File: src/rtl/password_programmer.sv
// Password-programming controller: collects a DIGITS-long code, optionally
// confirms it (PWSET_CONFIRM_EN), then commits it one address per cycle.
module password_programmer #(
    parameter int DIGITS  = 4,
    parameter int DIGIT_W = 4,
    localparam int AW     = $clog2(DIGITS)
) (
    input  logic               CLK,
    input  logic               RST,
    input  logic               start,
    input  logic               cancel,
    input  logic               digit_valid,
    input  logic [DIGIT_W-1:0] digit,
    output logic               wr_en,
    output logic [AW-1:0]      wr_addr,
    output logic [DIGIT_W-1:0] wr_data,
    output logic               busy,
    output logic               done,
    output logic               mismatch,
    output logic [2:0]         dbg_state
);

    typedef enum logic [2:0] {
        ST_IDLE    = 3'd0,
        ST_ENTER   = 3'd1,
        ST_CONFIRM = 3'd2,
        ST_COMMIT  = 3'd3,
        ST_DONE    = 3'd4,
        ST_FAIL    = 3'd5
    } state_t;

    localparam logic [AW-1:0] LAST = AW'(DIGITS - 1);

    state_t             state;
    state_t             state_next;
    logic [AW-1:0]      idx;
    logic [DIGIT_W-1:0] stage_buf [DIGITS];
    logic               at_last;
    logic               take;

    assign at_last = (idx == LAST);
    // cancel has priority over a digit strobed in the same cycle
    assign take    = digit_valid && !cancel;

`ifdef PWSET_CONFIRM_EN
    logic err;
    logic digit_bad;

    assign digit_bad = (digit != stage_buf[idx]);
`endif

    // NOTE: all state registers use non-blocking assignments so every flop
    // samples the pre-edge values of its neighbours.
    always_ff @(posedge CLK or posedge RST) begin
        if (RST) begin
            state <= ST_IDLE;
        end else begin
            state <= state_next;
        end
    end

    // NOTE: state_next gets a default before the case so no latch is inferred
    // for states or conditions that do not assign it.
    always_comb begin
        state_next = state;
        case (state)
            ST_IDLE: begin
                if (start) begin
                    state_next = ST_ENTER;
                end
            end
            ST_ENTER: begin
                if (cancel) begin
                    state_next = ST_IDLE;
                end else if (digit_valid && at_last) begin
`ifdef PWSET_CONFIRM_EN
                    state_next = ST_CONFIRM;
`else
                    state_next = ST_COMMIT;
`endif
                end
            end
`ifdef PWSET_CONFIRM_EN
            ST_CONFIRM: begin
                if (cancel) begin
                    state_next = ST_IDLE;
                end else if (digit_valid && at_last) begin
                    state_next = (err || digit_bad) ? ST_FAIL : ST_COMMIT;
                end
            end
            ST_FAIL: begin
                state_next = ST_IDLE;
            end
`endif
            ST_COMMIT: begin
                if (at_last) begin
                    state_next = ST_DONE;
                end
            end
            ST_DONE: begin
                state_next = ST_IDLE;
            end
            default: begin
                state_next = ST_IDLE;
            end
        endcase
    end

    // Digit / address index, shared by entry, confirmation and commit.
    always_ff @(posedge CLK or posedge RST) begin
        if (RST) begin
            idx <= '0;
        end else begin
            case (state)
                ST_IDLE: begin
                    if (start) begin
                        idx <= '0;
                    end
                end
                ST_ENTER, ST_CONFIRM: begin
                    if (cancel) begin
                        idx <= '0;
                    end else if (digit_valid) begin
                        idx <= at_last ? '0 : idx + AW'(1);
                    end
                end
                ST_COMMIT: begin
                    idx <= at_last ? '0 : idx + AW'(1);
                end
                default: begin
                    idx <= idx;
                end
            endcase
        end
    end

    // NOTE: the staging buffer is a small flop array with a defined all-zero
    // reset value, so it is reset like any other register.
    always_ff @(posedge CLK or posedge RST) begin
        if (RST) begin
            for (int i = 0; i < DIGITS; i++) begin
                stage_buf[i] <= '0;
            end
        end else if (state == ST_ENTER && take) begin
            stage_buf[idx] <= digit;
        end
    end

`ifdef PWSET_CONFIRM_EN
    // Sticky compare error; resolved when the last confirm digit arrives.
    always_ff @(posedge CLK or posedge RST) begin
        if (RST) begin
            err <= 1'b0;
        end else begin
            case (state)
                ST_CONFIRM: begin
                    if (cancel) begin
                        err <= 1'b0;
                    end else if (digit_valid) begin
                        err <= err | digit_bad;
                    end
                end
                ST_FAIL: begin
                    err <= 1'b0;
                end
                default: begin
                    err <= err;
                end
            endcase
        end
    end
`endif

    // Moore outputs; the write port is quiet outside COMMIT.
    always_comb begin
        wr_en     = 1'b0;
        wr_addr   = '0;
        wr_data   = '0;
        busy      = 1'b0;
        done      = 1'b0;
        mismatch  = 1'b0;
        dbg_state = state;
        case (state)
            ST_ENTER, ST_CONFIRM: begin
                busy = 1'b1;
            end
            ST_COMMIT: begin
                busy    = 1'b1;
                wr_en   = 1'b1;
                wr_addr = idx;
                wr_data = stage_buf[idx];
            end
            ST_DONE: begin
                done = 1'b1;
            end
`ifdef PWSET_CONFIRM_EN
            ST_FAIL: begin
                mismatch = 1'b1;
            end
`endif
            default: begin
                busy = 1'b0;
            end
        endcase
    end

endmodule

File: config.mk
export PLATFORM = sky130hd
export DESIGN_NAME = password_programmer
export DESIGN_NICKNAME = d
export VERILOG_FILES = /design/src/rtl/password_programmer.sv
export SDC_FILE = /design/constraint.sdc
export NUM_CORES = 1
export LEC_CHECK = 0
export ABC_CLOCK_PERIOD_IN_PS = 1500
export BUFFER_PORTS_ARGS = -buffer_cell sky130_fd_sc_hd__buf_2
export CAP_MARGIN = 20
export CORE_AREA = 5 5 56 58
export CTS_CLUSTER_DIAMETER = 200
export DETAILED_ROUTE_END_ITERATION = 16
export DIE_AREA = 0 0 61 63
export PLACE_DENSITY = 0.71
export RECOVER_POWER = 50
export SETUP_SLACK_MARGIN = 0.05
export SYNTH_ARGS = -nofsm -noshare
export SYNTH_HDL_FRONTEND = slang
export SYNTH_SLANG_ARGS = --single-unit
export TNS_END_PERCENT = 50
File: constraint.sdc
create_clock -name CLK -period 1.5 [get_ports CLK]
set_input_delay 0.225 -clock CLK [delete_from_list [all_inputs] [get_ports CLK]]
set_output_delay 0.225 -clock CLK [all_outputs]
set_load 0.02 [all_outputs]
==> summary.txt <==
Clock network
  • Total clock sinks: 21
  • TritonCTS Buffers: 3
  • CTS tree: yes
  • CTS Buffer Depth: 2
  • Clock latency on the worst-skew pair: around 0.31 ns
  • Root Driver: clkbuf_4
  • Clock transition at path regs: roughly 0.13 ns
  • H-tree depth: 1

Timing
  • Crit path time final: around 1.8 ns
  • Final Max Slew Viols: 0
  • Final period utilization: 118%
  • Worst setup margin: -0.274 ns
  • Slew margin rel.: around 65%
  • Min Hold Slack: between 0.15 and 0.2 ns
  • Final hold vios: 0
  • Fmax: between 500 and 600 MHz
  • Skew final: 0.00479 ns
  • Unrepaired setup endpoints after global routing: true
  • Slew at the pin with the worst max-slew slack: roughly 0.52 ns
  • Final setup TNS: -1.78 ns
  • Final Setup Violations: 16

Logic synthesis
  • Mean Syn Cell Area: around 13 sq um
  • Synth Warn #: 0
  • Yosys reg bits: 21
  • Distinct cells, synth: 29
  • Share of the synthesized area in the top cell type: about 45%
  • Simple-Gate Fraction of Synth Area: around 16%
  • Post-Syn Area: about 1200 sq um
  • Sequential element share of the synthesized area: 44.8%
  • Synth Area in Adders: 5.34%
  • Post-synthesis cell count: 91
  • Post-Syn Nets: approximately 110
  • Mux cell area share after synthesis: about a quarter
  • Largest family of logic cells by synthesized area: multiplexers
  • Compound-Gate Fraction of Synth Area: ~3.6%
  • Synth area leaders: dfrtp_1, mux2_2, mux4_2
  • Synth area leader: dfrtp_1
  • Post-Synth XOR/XNOR Area: 0%

Floorplanning
  • Die area: around 3800 sq um
  • Row cnt: 19
  • Core footprint: around 2600 sq um
  • I/O pins: 22
  • Initial Util: approximately 45%
  • Die W: 61 um
  • Die height: between 60 and 70 um

Run
  • Max-cap violations: 0

Run status
  • Failing checks: setup timing
  • Outcome: complete, but fails checks

Routing
  • Routed WL: a little under 3000 um
  • Initial detailed-routing violation count: between 40 and 50
  • Vias: ~910
  • Drc violations: 0
  • Final ANT Viol Nets: 0
  • Drt first pass iters: 4
  • Via density: roughly 5.4
  • WL/cell: 17.6 um

GRT
  • Total gr overflow: 0
  • Vias in the first global route: between 900 and 1k
  • Gr usage total: 15.5%
  • Pin count of the biggest net entering global routing: 22
  • Initial antenna violation count: 0
  • Global-route wire length before repair: 4440 um

Setup path
  • Worst EP required: about 1.3 ns
  • Crit path cell chain: mux4_2 -> and2_4 -> buf_6
  • Crit Path Max Fanout: 4
  • Reg2Reg Setup Slack: -0.06 ns
  • Crit path buf inv count: 1
  • Top delay family on crit path: multiplexers
  • Slowest cell on the critical path: mux4_2
  • Worst endpoint data arrival time: about 1.6 ns
  • CP startpoint kind: register
  • Critical path class: reg2out
  • CP max stage delay: 0.52 ns
  • CP Capture Type: output pin

Finish
  • Post-Layout Cell Count: around 170
  • Layout fillers: approximately 180
  • Share of layout cells above drive strength 1: between 70% and 80%
  • Area Growth Syn to Fin: 53.7%
  • Nets@finish: ~150
  • N_diodes: 0
  • Most common cell after layout, fill and taps aside: buf_6
  • Commonest cells after routing, fill and taps aside: buf_6, dfrtp_1, buf_4

Placement
  • Placed insts: between 150 and 200
  • Global placement routability congestion: between 0.8 and 0.9
  • DP Wirelength: about 1900 um
  • Port buffer count: 20

Power and ir drop
  • Leakage power total: 0.802 nW
  • Pwr/cell area: about 1000 nW/um^2
  • Max VDD drop: 0.858 mV

Worst hold path
  • Hold Path Class: in2reg
[worst register-to-register path, stage by stage, from the launching register on]
cell and delay (ns):
dfrtp_2 0.47, buf_4 0.15, buf_6 0.12, buf_6 0.13, ha_4 0.16, nand3_4 0.12
mux2_4 0.31
[layout make-up]
class / count / area (sq um) / area share (%)
sequential: 21 / 531 / 29.4
inverter: 5 / 21.3 / 1.18
tap: 31 / 38.8 / 2.15
clock buffer: 3 / 22.5 / 1.25
timing repair buffer: 46 / 385 / 21.4
clock inverter: 1 / 7.51 / 0.417
multi-input combinational: 60 / 796 / 44.2
[flip-flops by register name (all words and copies together) (netlist names)]
register,count
dbg_state,3
idx,2
stage_buf,16
[repair_timing]
action	CTS	global route
gates resized for setup	32	38
buffers inserted	3	6
endpoints found under the hold margin	21	0
endpoints found under the setup margin	27	29
hold buffers	1	0
pin swaps	4	4
cloned	0	0
[worst paths after layout]
check                              from             to  depth (start not counted)
setup / recovery                 idx[1]     wr_data[1]                          3
hold / removal                 digit[3]   stage_buf[3]                          2
setup reg to reg                 idx[0]  stage_buf[10]                          6
hold reg to reg            stage_buf[5]   stage_buf[5]                          1
max in group asynchronous           RST   dbg_state[0]                          4
min in group asynchronous           RST   stage_buf[3]                          4
[stage by stage]
step / power (W) / cell area [sq um] / utilization, % / worst slack, ns
floorplan: 0.00122 / 1200 / - / 0.00479
global placement: 0.00135 / 1420 / 54.1 / -0.0340
detailed placement: 0.00138 / 1420 / 54.1 / -0.0846
CTS: 0.00174 / 1590 / 60.7 / -0.284
global route: 0.00200 / 1800 / 68.9 / -0.355
finish: 0.00189 / 1800 / 68.9 / -0.274
[power by group]
| part | internal, W | switching (W) |
|---|---|---|
| clock network | 0.000102 | 0.000189 |
| logic | 0.000458 | 0.000283 |
| registers | 0.000741 | 0.000113 |
| total | 0.00130 | 0.000585 |
[Yosys cell counts]
library cell and count:
nand2b_1 2, buf_4 1, nor4b_1 1, nor3_1 4, dfrtp_1 21, conb_1 1
and2_1 5, inv_1 5, a21oi_1 2, a2111oi_0 1, mux2i_1 1, mux2_2 15
nor4_2 1, buf_6 1, clkbuf_1 2, ha_1 5, a211o_1 1, mux2_4 1
a21o_1 1, o21bai_1 1, mux4_2 4, and4bb_2 1, nor4b_4 2, nor2_1 3
buf_2 1, nor3b_1 1, nand2_1 1, mux2_1 1, nand3_1 5
[routing by layer]
layer | up-vias | share of wire [%] | global-route usage (%)
met2 | 16 | 56 | 25.7
met4 | 0 | 0.85 | 7.59
li1 | 420 | - | -
met3 | 4 | 2.8 | 2.48
met1 | 466 | 40 | 19.0
met5 | - | 0 | 0
[logic make-up after synthesis]
group / Yosys count
and+or+nand+nor: 26
muxes: 22
DFF: 21
buffers and inverters: 10
AOI/OAI and AO/OA: 6
adders and majority gates: 5
other: 1
Power figures use the tool's default switching activity.
